### src/rtl/arith_pkg.sv
// Shared arithmetic definitions: serial-unit FSM states and a width helper
// for sizing counters from a parameter.
package arith_pkg;

    typedef enum logic [1:0] {
        IDLE  = 2'd0,
        SHIFT = 2'd1,
        DONE  = 2'd2
    } state_t;

    // Ceiling log2, never below 1 so a counter always has at least one bit.
    function automatic int unsigned clog2(input int unsigned value);
        int unsigned result;
        int unsigned v;
        result = 0;
        v      = (value > 0) ? value - 1 : 0;
        while (v > 0) begin
            result = result + 1;
            v      = v >> 1;
        end
        return (result == 0) ? 1 : result;
    endfunction

endpackage

### src/rtl/full_subtractor.sv
// Combinational one-bit subtractor cell: d = x - y - bin, with borrow out.
module full_subtractor (
    input  logic x,
    input  logic y,
    input  logic bin,
    output logic d,
    output logic bout
);

    assign d    = x ^ y ^ bin;
    assign bout = (~x & y) | (~(x ^ y) & bin);

endmodule

### src/rtl/serial_subtractor.sv
// Bit-serial two's-complement subtractor: diff = a - b - b_in, LSB first,
// one bit per clock, with start/ready capture and a one-cycle done pulse.
module serial_subtractor
    import arith_pkg::*;
#(
    parameter int unsigned WIDTH = 4
) (
    input  logic             clk,
    input  logic             rst,
    input  logic             start,
    input  logic [WIDTH-1:0] a,
    input  logic [WIDTH-1:0] b,
    input  logic             b_in,
    output logic             ready,
    output logic             done,
    output logic [WIDTH-1:0] diff,
    output logic             b_out,
    output logic             overflow
);

    localparam int unsigned     CW       = clog2(WIDTH);
    localparam logic [CW-1:0]   LAST_BIT = CW'(WIDTH - 1);

    state_t           r_state;
    state_t           w_state_next;

    logic [WIDTH-1:0] r_a;
    logic [WIDTH-1:0] r_b;
    logic [WIDTH-1:0] r_work;
    logic [WIDTH-1:0] r_diff;
    logic [WIDTH-1:0] w_work_next;
    logic [CW-1:0]    r_cnt;
    logic             r_a_msb;
    logic             r_b_msb;
    logic             r_br;
    logic             r_b_out;
    logic             r_overflow;
    logic             w_d;
    logic             w_bout;
    logic             w_last;

    full_subtractor u_cell (
        .x    (r_a[0]),
        .y    (r_b[0]),
        .bin  (r_br),
        .d    (w_d),
        .bout (w_bout)
    );

    assign w_last = (r_cnt == LAST_BIT);

    always_comb begin
        w_work_next          = r_work >> 1;
        w_work_next[WIDTH-1] = w_d;
    end

    always_ff @(posedge clk) begin
        if (rst) begin
            r_state <= IDLE;
        end else begin
            r_state <= w_state_next;
        end
    end

    always_comb begin
        w_state_next = r_state;
        ready        = 1'b0;
        done         = 1'b0;
        case (r_state)
            IDLE: begin
                ready = 1'b1;
                if (start) begin
                    w_state_next = SHIFT;
                end
            end
            SHIFT: begin
                if (w_last) begin
                    w_state_next = DONE;
                end
            end
            DONE: begin
                done         = 1'b1;
                w_state_next = IDLE;
            end
            default: begin
                w_state_next = IDLE;
            end
        endcase
    end

    always_ff @(posedge clk) begin
        if (rst) begin
            r_a        <= '0;
            r_b        <= '0;
            r_work     <= '0;
            r_diff     <= '0;
            r_cnt      <= '0;
            r_a_msb    <= 1'b0;
            r_b_msb    <= 1'b0;
            r_br       <= 1'b0;
            r_b_out    <= 1'b0;
            r_overflow <= 1'b0;
        end else begin
            case (r_state)
                IDLE: begin
                    if (start) begin
                        r_a     <= a;
                        r_b     <= b;
                        r_br    <= b_in;
                        r_a_msb <= a[WIDTH-1];
                        r_b_msb <= b[WIDTH-1];
                        r_cnt   <= '0;
                        r_work  <= '0;
                    end
                end
                SHIFT: begin
                    r_a    <= r_a >> 1;
                    r_b    <= r_b >> 1;
                    r_br   <= w_bout;
                    r_work <= w_work_next;
                    // Results load on the edge entering DONE, so the final bit
                    // and borrow are taken straight from the cell, not r_work.
                    if (w_last) begin
                        r_diff     <= w_work_next;
                        r_b_out    <= w_bout;
                        r_overflow <= (r_a_msb != r_b_msb) && (w_d != r_a_msb);
                    end else begin
                        r_cnt <= r_cnt + 1'b1;
                    end
                end
                default: begin
                end
            endcase
        end
    end

    assign diff     = r_diff;
    assign b_out    = r_b_out;
    assign overflow = r_overflow;

endmodule
### config.mk
export PLATFORM = sky130hd
export DESIGN_NAME = serial_subtractor
export DESIGN_NICKNAME = d
export VERILOG_FILES = /design/src/rtl/arith_pkg.sv /design/src/rtl/full_subtractor.sv /design/src/rtl/serial_subtractor.sv
export SDC_FILE = /design/constraint.sdc
export NUM_CORES = 1
export LEC_CHECK = 0
export CORE_MARGIN = 2
export CORE_UTILIZATION = 57
export CTS_BUF_LIST = sky130_fd_sc_hd__clkbuf_2 sky130_fd_sc_hd__clkbuf_4 sky130_fd_sc_hd__clkbuf_8
export DETAILED_ROUTE_END_ITERATION = 10
export GPL_ROUTABILITY_DRIVEN = 1
export GPL_TIMING_DRIVEN = 0
export PLACE_DENSITY = 0.95
export SETUP_SLACK_MARGIN = 0.3
export SYNTH_ARGS = -nofsm -noshare
export SYNTH_HDL_FRONTEND = slang
export SYNTH_SLANG_ARGS = --single-unit
### constraint.sdc
create_clock -name clk -period 2.6 [get_ports clk]
set_input_delay 0.26 -clock clk [delete_from_list [all_inputs] [get_ports clk]]
set_output_delay 0.26 -clock clk [all_outputs]
set_load 0.01 [all_outputs]
Word level (Yosys, flattened, before mapping)
Index checks and enable logic that the tools add are counted.
- add/subtract/negate cells: 1
- equality and inequality tests: 8
- multiplexer cells: 16
- bitwise logic cells: 7
- reductions and logical operators: 8
- operators with widths (kind ; number):
    case mux 4 bit (2 select lines) ; 3
    two-way mux 4 bit ; 3
    two-way mux 2 bit ; 4
    case mux 2 bit (2 select lines) ; 2
    AND reduction 2 bit ; 4
    inequality test 2 bit, second input constant ; 3
    equality test 2 bit, second input constant ; 2
    two-way mux 1 bit ; 3
    AND reduction 3 bit ; 1
    adder 2 x 1 -> 2 bit, second input constant ; 1
    AND 1 bit ; 2
    equality test 2 x 1 -> 1 bit, second input constant ; 1
    zero test 2 bit ; 1
    inequality test 1 bit ; 2
    NOT 1 bit ; 2
    case mux 1 bit (2 select lines) ; 1
    nonzero test 2 bit ; 1
    bitwise XOR 1 bit ; 2
    logical AND 1 bit ; 1
    OR 1 bit ; 1
- flip-flop bits (word level): 25
- input bits: 12
- output and inout port bits: 8
- word-level logic and storage cells: 51

Logic depth before layout (Yosys ltp)
Gate-level depths: netlist of the first run.
- word-level depth: 5
- depth in mapped cells: 6

Hierarchy
A second synthesis of the first run with hierarchy kept.
- cell total of the unflattened synthesis: 119
- area total of the unflattened synthesis: 1107.3 sq um
- modules (own cells, without submodules) (module ; instances ; cells each ; area an instance (sq um)):
    serial_subtractor ; 1 ; 115 ; 1076.0
    full_subtractor ; 1 ; 4 ; 31.3

Worst setup path after synthesis of the first run
OpenSTA, ideal clock, no wires.
- kind: flip-flop to flip-flop
- start: reg r_br
- end: reg r_overflow, in the netlist overflow
- library setup time: 0.133 ns
- arrival time: 1.220 ns
- data required time: 2.467 ns
- slack: 1.248 ns
- cell stages (with the launch flop): 6
- period minus slack after synthesis: 1.352 ns
- cell sequence: dfxtp_1 -> inv_1 -> fa_1 -> nor2_1 -> a21oi_1 -> a211oi_2
- longest elaborated chain between the ends: 3
- RTL lines (item ; line ; RTL):
    from (decl) ; serial_subtractor.sv:35 ; logic r_br;
    from (signal assigned) ; serial_subtractor.sv:109 ; r_br <= b_in;
    from (signal assigned) ; serial_subtractor.sv:119 ; r_br <= w_bout;
    bitwise XOR 1 bit ; full_subtractor.sv:10 ; assign d = x ^ y ^ bin;
    via u_cell.d ; full_subtractor.sv:6 ; output logic d,
    inequality test 1 bit ; serial_subtractor.sv:126 ; r_overflow <= (r_a_msb != r_b_msb) && (w_d != r_a_msb);
    logical AND 1 bit ; serial_subtractor.sv:126 ;
    to (signal assigned) ; serial_subtractor.sv:126 ;
    to (decl) ; serial_subtractor.sv:37 ; logic r_overflow;
The timed path passes the listed nets, and every way through them passes these cells.
A chain may end at the register's enable or synchronous reset.

Worst setup path after layout of the first run
- start: reg r_state[1]
- end: out done
- longest elaborated chain between the ends: 2
- RTL lines (item ; line ; RTL):
    from (decl) ; serial_subtractor.sv:24 ; state_t r_state;
    from (signal assigned) ; serial_subtractor.sv:61 ; r_state <= w_state_next;
    equality test 2 bit ; serial_subtractor.sv:69 ; case (r_state)
    two-way mux 1 bit ; serial_subtractor.sv:69 ;
    to (decl) ; serial_subtractor.sv:15 ; output logic done,
Every way passes these cells.

==> results of run 1 <==
per-layer routing:
metal  vias to the layer above  track usage  part of all wire
met5                         -            0                 0
met4                         0        0.133             0.019
met3                         4       0.0385             0.048
met2                        27        0.400              0.49
met1                       443        0.316              0.44
li1                        458            -                 -
synth_stat cells, types with 2 or more instances:
cell and n:
a211oi_1 5, a21oi_1 21, clkbuf_1 2, buf_6 4
dfxtp_1 24, nand2_1 18, nand3_1 7, nand3b_1 3
inv_1 2, o211ai_1 2, nor2_1 9
sequential cells by signal, indices dropped and copies added, names as in the netlist:
name and count:
r_cnt 2, r_work 3, b_out 1, diff 4
r_b 4, r_state 2, r_a_msb 1, overflow 1
r_a 4, r_b_msb 1, r_br 1
worst reg2reg max path, cell delays in order, from the launching register on:
cell	delay, ns
dfxtp_1	0.37
inv_1	0.08
fa_1	0.63
nor2_1	0.07
a21oi_1	0.16
a211oi_2	0.09
logic make-up after synthesis:
logic type,after synthesis,synth area share
simple gates,44,0.207
fa+ha+maj,2,0.0303
mux,1,0.00932
flops,24,0.448
compound gates,36,0.224
buf+inv,10,0.0816
how the worst min path moves through the flow:
stage	end	cells past startpoint
floorplan	b_out$_SDFFE_PP0P_	1
global placement	diff[1]$_SDFFE_PP0P_	2
detailed placement	r_b[3]$_SDFFE_PP0P_	2
CTS	r_b[3]$_SDFFE_PP0P_	2
global route	r_b[0]$_SDFFE_PP0P_	3
finish	r_b[3]$_SDFFE_PP0P_	2
power breakdown:
group          total (uW)  internal [uW]  switching (uW)
registers             397            386            10.8
clock network         275            156             119
logic                 131           64.2            66.5
layout make-up:
class                      instances  area [sq um]
tap                               25          31.3
fill                             134           398
clock inverter                     1          30.0
buffer                             8          80.1
timing repair buffer              19           190
clock buffer                       3          22.5
sequential                        24           480
multi-input combinational         83           505
inverter                           2          7.51
cells in the final DEF, fill, tap and decap left out, types with 2 or more instances in the layout:
cell type        count
nor2_1               9
inv_1                2
clkdlybuf4s50_1     19
buf_6                4
a211oi_1             5
nand3b_1             3
clkbuf_1             2
o211ai_1             2
nand2_1             18
a21oi_1             21
nand3_1              7
clkbuf_4             3
dfxtp_1             24
stage by stage:
step	instances	hold slack (ns)	area, sq um	setup slack (ns)	util
2_1_floorplan	117	0.328	1070	1.25	-
3_3_place_gp	161	0.445	1290	0.991	0.742
3_5_place_dp	161	0.450	1290	0.954	0.742
4_1_cts	165	0.468	1350	0.811	0.772
5_1_grt	165	0.493	1350	0.749	0.772
6_report	165	0.469	1350	0.812	0.772
==> impl_metrics.tcl, run 1 <==
set metrics [dict create \
    status "finished clean" \
    routed-via-count 932 \
    grt_pass1_vias 842 \
    drc 0 \
    cp_data_arrival_time_ns 1.53 \
    synthFlopType "dfxtp_1" \
    yosys_warnings 0 \
    ctsHtreeMaxLevel 1 \
    cp.depth 2 \
    grt_overflow_total 0 \
    clock_path_buffers 2 \
    nets 155 \
    worst_pin_slew_ns 0.506 \
    dpl.hpwl_um 1680 \
    via_per_inst 5.65 \
    syn-num-nets 131 \
    synth_area_sq_um 1070 \
    rr_endpoint "overflow$_SDFFE_PP0P_" \
    cts_tree "built" \
    peakVddDrop_uv 490 \
    startpoint "r_state[1]$_SDFFE_PP0P_" \
    max_stage_delay_ns 0.52 \
    postCtsHoldBufs 0 \
    initial_utilization 0.615 \
    final.setup.tns_ns 0 \
    finalPower_uw 803 \
    slowest_stage "dfxtp_1" \
    synth_cells 117 \
    synth_edf_count 0 \
    drt.antenna.violating_nets 0 \
    clk_pin_slew_ns 0.14 \
    critPathTopFamily "flip-flops" \
    die_w_um 47.4 \
    r2r_setup_slack_ns 1.08 \
    crit_chain "and2b_1 -> clkdlybuf4s50_1" \
    yosys.area.top_type "dfxtp_1" \
    rows 15 \
    slew_viol_final 0 \
    grt_start_max_net_pins 15 \
    finClkSkew_ns 0.00168 \
    synthArstFlopShare 0 \
    max_freq_ghz 0.559 \
    cp-endpoint "done" \
    min_period_ns 1.79 \
    cap_violations 0 \
    cp-end-kind "primary output" \
    io_pins 20 \
    antenna_found_initial 0 \
    leakage_uw 0.000501 \
    timing.critical_path.buf_inv 1 \
    start_kind "register" \
    root_buffer "clkbuf_4" \
    crit_path_max_fanout 9 \
    slew_headroom 0.663 \
    avgSynthCellArea_sq_um 9.18 \
    area_delta_synth_final_pct 25.5 \
    cts.sinks 24 \
    postCtsSetupBuffers 0 \
    wire_per_inst_um 14.0 \
    timing.rr.start "r_br$_SDFFE_PP0P_" \
    cts_buffers 3 \
    powerDensity_nw_per_um2 596 \
    synth_top_area_share 0.448 \
    port-buffer-count 19 \
    holdCritStartpoint "r_b[3]$_SDFFE_PP0P_" \
    gp_congestion 0.802 \
    setup_viol 0 \
    rr_worst_depth 5 \
    required_ns 2.34 \
    diodes 0 \
    drtIter0Drc 30 \
    finalHoldViolCount 0 \
    clk-insertion-delay-late_ns 0.32 \
    coreArea_sq_um 1750 \
    seq_area_frac_synth 0.448 \
    die_y_um 47.4 \
    hold_path_class "register to register" \
    cts_resized 0 \
    synth_seq_cells 24 \
    rsz0062_at_grt "false" \
    routed_wl_um 2300 \
    dieArea_sq_um 2250 \
    ys_types 31 \
    criticalPathCategory "register to primary output" \
    fin_crit_sh 0.688 \
    layout-drive-gt1-share 0.129 \
    first_pass_iters 4 \
    yosys-top-cells-area "dfxtp_1, a21oi_1, nand2_1" \
    grt_util_all_layers 0.248 \
    grt_first_pass_wirelength_um 3770 \
]
Power figures use the tool's default switching activity.
==> run 2: changes to the inputs <==
--- a/config.mk
+++ b/config.mk
@@ -6,12 +6,12 @@
 export NUM_CORES = 1
 export LEC_CHECK = 0
 export CORE_MARGIN = 2
-export CORE_UTILIZATION = 57
+export CORE_UTILIZATION = 53
 export CTS_BUF_LIST = sky130_fd_sc_hd__clkbuf_2 sky130_fd_sc_hd__clkbuf_4 sky130_fd_sc_hd__clkbuf_8
 export DETAILED_ROUTE_END_ITERATION = 10
 export GPL_ROUTABILITY_DRIVEN = 1
 export GPL_TIMING_DRIVEN = 0
-export PLACE_DENSITY = 0.95
+export PLACE_DENSITY = 0.9
 export SETUP_SLACK_MARGIN = 0.3
 export SYNTH_ARGS = -nofsm -noshare
 export SYNTH_HDL_FRONTEND = slang
==> constraint.sdc (replaced) <==
create_clock -name clk -period 1.8 [get_ports clk]
set_input_delay 0.18 -clock clk [delete_from_list [all_inputs] [get_ports clk]]
set_output_delay 0.18 -clock clk [all_outputs]
set_load 0.01 [all_outputs]
==> impl_metrics.tcl, run 2 (synthesized netlist as in run 1, its figures left out) <==
set metrics [dict create \
    status "finished clean" \
    final_util 0.699 \
    clk_pin_slew_ns 0.14 \
    cap_violations 0 \
    nets 155 \
    powerDensity_nw_per_um2 847 \
    hold_path_class "input port to register" \
    clkPwrFrac 0.334 \
    finalHoldViolCount 0 \
    wire_per_inst_um 12.8 \
    root_buffer "clkbuf_4" \
    critPathTopFamily "buffers and inverters" \
    criticalPathCategory "register to primary output" \
    diodes 0 \
    min_period_ns 1.42 \
    layout-drive-gt1-share 0.157 \
    dpl.hpwl_um 1560 \
    clk-insertion-delay-late_ns 0.31 \
    cts.sinks 24 \
    crit_path_max_fanout 9 \
    grt_first_pass_wirelength_um 3800 \
    dp.cells 163 \
    cp-end-kind "primary output" \
    power_switching_uw 272 \
    routed-via-count 916 \
    max_stage_delay_ns 0.35 \
    grt_overflow_total 0 \
    peakVddDrop_uv 726 \
    ctsHtreeMaxLevel 1 \
    antenna_found_initial 0 \
    final_cell_mix "dfxtp_1, a21oi_1, nand2_1" \
    grt_start_max_net_pins 15 \
    finalPower_uw 1150 \
    final.setup.tns_ns 0 \
    worst_pin_slew_ns 0.488 \
    start_kind "register" \
    routed_wl_um 2130 \
    required_ns 1.62 \
    grt_util_all_layers 0.201 \
    drc 0 \
    leakage_uw 0.000505 \
    drtIter0Drc 21 \
    io_pins 20 \
    die_y_um 49.0 \
    dieArea_sq_um 2400 \
    mostFrequentLayoutCell "dfxtp_1" \
    clock_path_buffers 2 \
    grt_pass1_vias 911 \
    postCtsHoldBufs 0 \
    rows 16 \
    via_per_inst 5.49 \
    fillers 161 \
    fin_crit_sh 0.789 \
    slew_headroom 0.675 \
    cp_data_arrival_time_ns 1.24 \
    coreArea_sq_um 1940 \
    die_w_um 49.0 \
    cts_buffers 3 \
    setup_viol 0 \
    rsz0062_at_grt "false" \
    cts_tree "built" \
    port-buffer-count 19 \
    drt.antenna.violating_nets 0 \
    swShare 0.236 \
    timing.critical_path.buf_inv 2 \
    area_delta_synth_final_pct 26.5 \
    slowest_stage "dfxtp_1" \
    gp_congestion 0.765 \
    combPwrFrac 0.168 \
    seq_power_share 0.498 \
    initial_utilization 0.553 \
    first_pass_iters 4 \
    crit_chain "buf_6 -> and2b_1 -> dlygate4sd2_1" \
    final_cells 167 \
    max_freq_ghz 0.704 \
    slew_viol_final 0 \
    p_int_uw 878 \
    finClkSkew_ns 0.00991 \
]
[run 2: repair_timing]
| item | in CTS | in global routing |
|---|---|---|
| pin swaps | 0 | 1 |
| gates resized for setup | 3 | 3 |
| endpoints found under the setup margin | 2 | 1 |
| setup buffers | 0 | 0 |
| gates cloned | 0 | 0 |
[run 2: layout make-up]
cell class / count / area, sq um / area share
Tap cell: 27 / 33.8 / 0.0249
Buffer: 8 / 80.1 / 0.0590
Timing Repair Buffer: 19 / 188 / 0.138
Sequential cell: 24 / 482 / 0.355
Multi-Input combinational cell: 83 / 514 / 0.379
Clock inverter: 1 / 30.0 / 0.0221
Inverter: 2 / 7.51 / 0.00553
Clock buffer: 3 / 22.5 / 0.0166
[run 2: worst reg2reg max path, stage by stage, from the launching register on]
cell and delay (ns):
dfxtp_1 0.35, inv_1 0.06, fa_2 0.52, nor2_2 0.15, a21oi_2 0.06, a211oi_2 0.21
[run 2: path summary, 6_finish.rpt]
kind / depth (start not counted) / to / from / slack (ns)
worst max-delay path: 3 / done / r_state[0]$_SDFFE_PP0P_ / 0.38
worst min-delay path: 3 / r_b[2]$_SDFFE_PP0P_ / b[2] / 0.42
worst max register to register: 5 / overflow$_SDFFE_PP0P_ / r_br$_SDFFE_PP0P_ / 0.38
worst min register to register: 2 / diff[1]$_SDFFE_PP0P_ / diff[1]$_SDFFE_PP0P_ / 0.46
[run 2: power groups by stage]
| stage | logic, uW | clock network (uW) | registers (uW) |
|---|---|---|---|
| CTS | 185 | 388 | 572 |
| global route | 214 | 408 | 577 |
| finish | 193 | 384 | 573 |
| global placement | 180 | 0 | 582 |
| detailed placement | 185 | 0 | 584 |
| floorplan | 128 | 0 | 581 |
[run 2: stage by stage]
step | cell area, sq um | setup slack, ns | hold WS (ns)
after global routing | 1360 | 0.305 | 0.440
after floorplan | 1070 | 0.448 | 0.248
after detailed placement | 1300 | 0.251 | 0.446
final | 1360 | 0.379 | 0.424
after global placement | 1300 | 0.275 | 0.445
after CTS | 1350 | 0.326 | 0.417
[run 2: routing by layer]
metal / vias to the layer above / wire (um) / GRT usage
met4: 0 / 29 / 0.0857
li1: 452 / - / -
met5: - / 0 / 0
met2: 20 / 1070 / 0.356
met3: 4 / 73 / 0.0337
met1: 440 / 960 / 0.240
==> run 3: changes to the inputs <==
--- a/config.mk
+++ b/config.mk
@@ -6,12 +6,12 @@
 export NUM_CORES = 1
 export LEC_CHECK = 0
 export CORE_MARGIN = 2
-export CORE_UTILIZATION = 53
+export CORE_UTILIZATION = 48
 export CTS_BUF_LIST = sky130_fd_sc_hd__clkbuf_2 sky130_fd_sc_hd__clkbuf_4 sky130_fd_sc_hd__clkbuf_8
 export DETAILED_ROUTE_END_ITERATION = 10
 export GPL_ROUTABILITY_DRIVEN = 1
 export GPL_TIMING_DRIVEN = 0
-export PLACE_DENSITY = 0.9
+export PLACE_DENSITY = 0.86
 export SETUP_SLACK_MARGIN = 0.3
 export SYNTH_ARGS = -nofsm -noshare
 export SYNTH_HDL_FRONTEND = slang
==> constraint.sdc (replaced) <==
create_clock -name clk -period 1.2 [get_ports clk]
set_input_delay 0.12 -clock clk [delete_from_list [all_inputs] [get_ports clk]]
set_output_delay 0.12 -clock clk [all_outputs]
set_load 0.01 [all_outputs]
==> impl_metrics.tcl, run 3 (synthesized netlist as in run 1, its figures left out) <==
set metrics [dict create \
    grt_util_met2 0.409 \
    worst_pin_slew_ns 0.309 \
    start_kind "register" \
    drtIter0Drc 26 \
    slew_headroom 0.794 \
    first_pass_iters 4 \
    grt_util_all_layers 0.233 \
    mostFrequentLayoutCell "buf_6" \
    violations "setup timing" \
    criticalPathCategory "register to register" \
    via_per_inst 5.52 \
    routed_wl_um 3550 \
    nets 179 \
    finalHoldViolCount 0 \
    peakVddDrop_uv 895 \
    min_path_cells 3 \
    max_stage_delay_ns 0.59 \
    clk_pin_slew_ns 0.14 \
    die_y_um 51.3 \
    io_pins 20 \
    finClkSkew_ns 0.0127 \
    grt_first_pass_wirelength_um 4630 \
    fin_crit_sh 1.16 \
    use_met1 0.301 \
    rows 17 \
    final_util 0.847 \
    setup_viol 20 \
    setup_ws_ns -0.186 \
    use_met3 0.0292 \
    root_buffer "clkbuf_4" \
    dieArea_sq_um 2630 \
    diodes 0 \
    crit_chain "inv_2 -> fa_2 -> nand3b_1 -> a211oi_2" \
    final_cells 192 \
    gp_congestion 0.757 \
    cts_buffers 3 \
    drc 0 \
    min_period_ns 1.39 \
    grt_pass1_vias 999 \
    area_delta_synth_final_pct 71.1 \
    required_ns 1.44 \
    slowest_stage "fa_2" \
    routed-via-count 1060 \
    port-buffer-count 19 \
    cp_data_arrival_time_ns 1.63 \
    cts_tree "built" \
    powerDensity_nw_per_um2 985 \
    cap_violations 0 \
    grt_start_max_net_pins 14 \
    cp-end-kind "register" \
    coreArea_sq_um 2170 \
    max_freq_ghz 0.721 \
    hold-worst-slack_ns 0.343 \
    layout-drive-gt1-share 0.616 \
    clk-insertion-delay-late_ns 0.32 \
    leakage_uw 0.000694 \
    wire_per_inst_um 18.5 \
    initial_utilization 0.495 \
    dp.cells 164 \
    rsz0062_at_grt "true" \
    globalRoute.busiestLayer "met2" \
    final_cell_mix "buf_6, nand2_1, dfxtp_1" \
    hold_path_class "input port to register" \
    clock_path_buffers 2 \
    drt.antenna.violating_nets 0 \
    slew_viol_final 0 \
    die_w_um 51.3 \
    dp_slack_ns -0.347 \
    status "complete, but fails checks" \
    grt_overflow_total 0 \
    dpl.hpwl_um 1600 \
    ctsHtreeMaxLevel 1 \
    rr_worst_depth 4 \
    cts.sinks 24 \
    postCtsHoldBufs 0 \
    crit_path_max_fanout 3 \
    antenna_found_initial 0 \
]
run 3: changes by cell type in the layout (fill, tap and decap cells not counted), moves of 4 or more:
cell             before  now
buf_6                 4   20
a21oi_1              20    9
dfxtp_1              23   12
dfxtp_2               1   11
buf_4                 1    9
a21oi_2               2    9
nand3_1               7    0
clkdlybuf4s50_1      17   11
nand3_2               0    6
nand2_1              18   13
nand2_2               0    5
a21oi_4               0    4
run 3: final timing paths:
path	startpoint	to	slack, ns
setup / recovery	r_b[0]$_SDFFE_PP0P_	overflow$_SDFFE_PP0P_	-0.19
setup reg to reg	r_b[0]$_SDFFE_PP0P_	overflow$_SDFFE_PP0P_	-0.19
hold / removal	a[2]	r_a[2]$_SDFFE_PP0P_	0.34
hold reg to reg	diff[2]$_SDFFE_PP0P_	diff[2]$_SDFFE_PP0P_	0.48
run 3: cell type report:
cell class | count | area (sq um)
fillers | 116 | 333
clock buffers | 4 | 30.0
repair buffers | 43 | 487
inverters | 2 | 7.51
plain buffers | 8 | 82.6
well taps | 28 | 35.0
multi-input cells | 83 | 697
flip-flops and latches | 24 | 498
run 3: worst max-delay path, delay by kind of cell, from the launching register on:
kind                       cells  cell delay [ns]
adders and majority gates      1             0.59
AOI/OAI and AO/OA              1             0.19
buffers and inverters          1             0.04
and+or+nand+nor                1             0.12
DFF                            1             0.35
run 3: power breakdown:
group	switching, uW	internal (uW)	leakage (uW)
clock network	248	153	0.0000184
logic	239	294	0.000474
registers	38.1	838	0.000202
run 3: layer usage:
layer  part of all wire  vias to the layer above
met4              0.021                        0
met1               0.42                      511
met5                  0                        -
met3              0.045                        8
met2               0.51                       39
li1                   -                      502
run 3: per-stage QoR:
step,power (uW),instance area (sq um),TNS (ns)
CTS,1670,1580,-0.705
global placement,1170,1360,-4.37
floorplan,1090,1140,-0.0912
detailed placement,1180,1360,-4.85
finish,1810,1840,-1.14
global route,1870,1840,-2.05
run 3: what timing repair did:
action | in CTS | in global routing
buffers inserted | 13 | 8
pin swaps | 10 | 24
setup endpoints to repair | 32 | 32
gates resized for setup | 54 | 42
cloned | 2 | 1
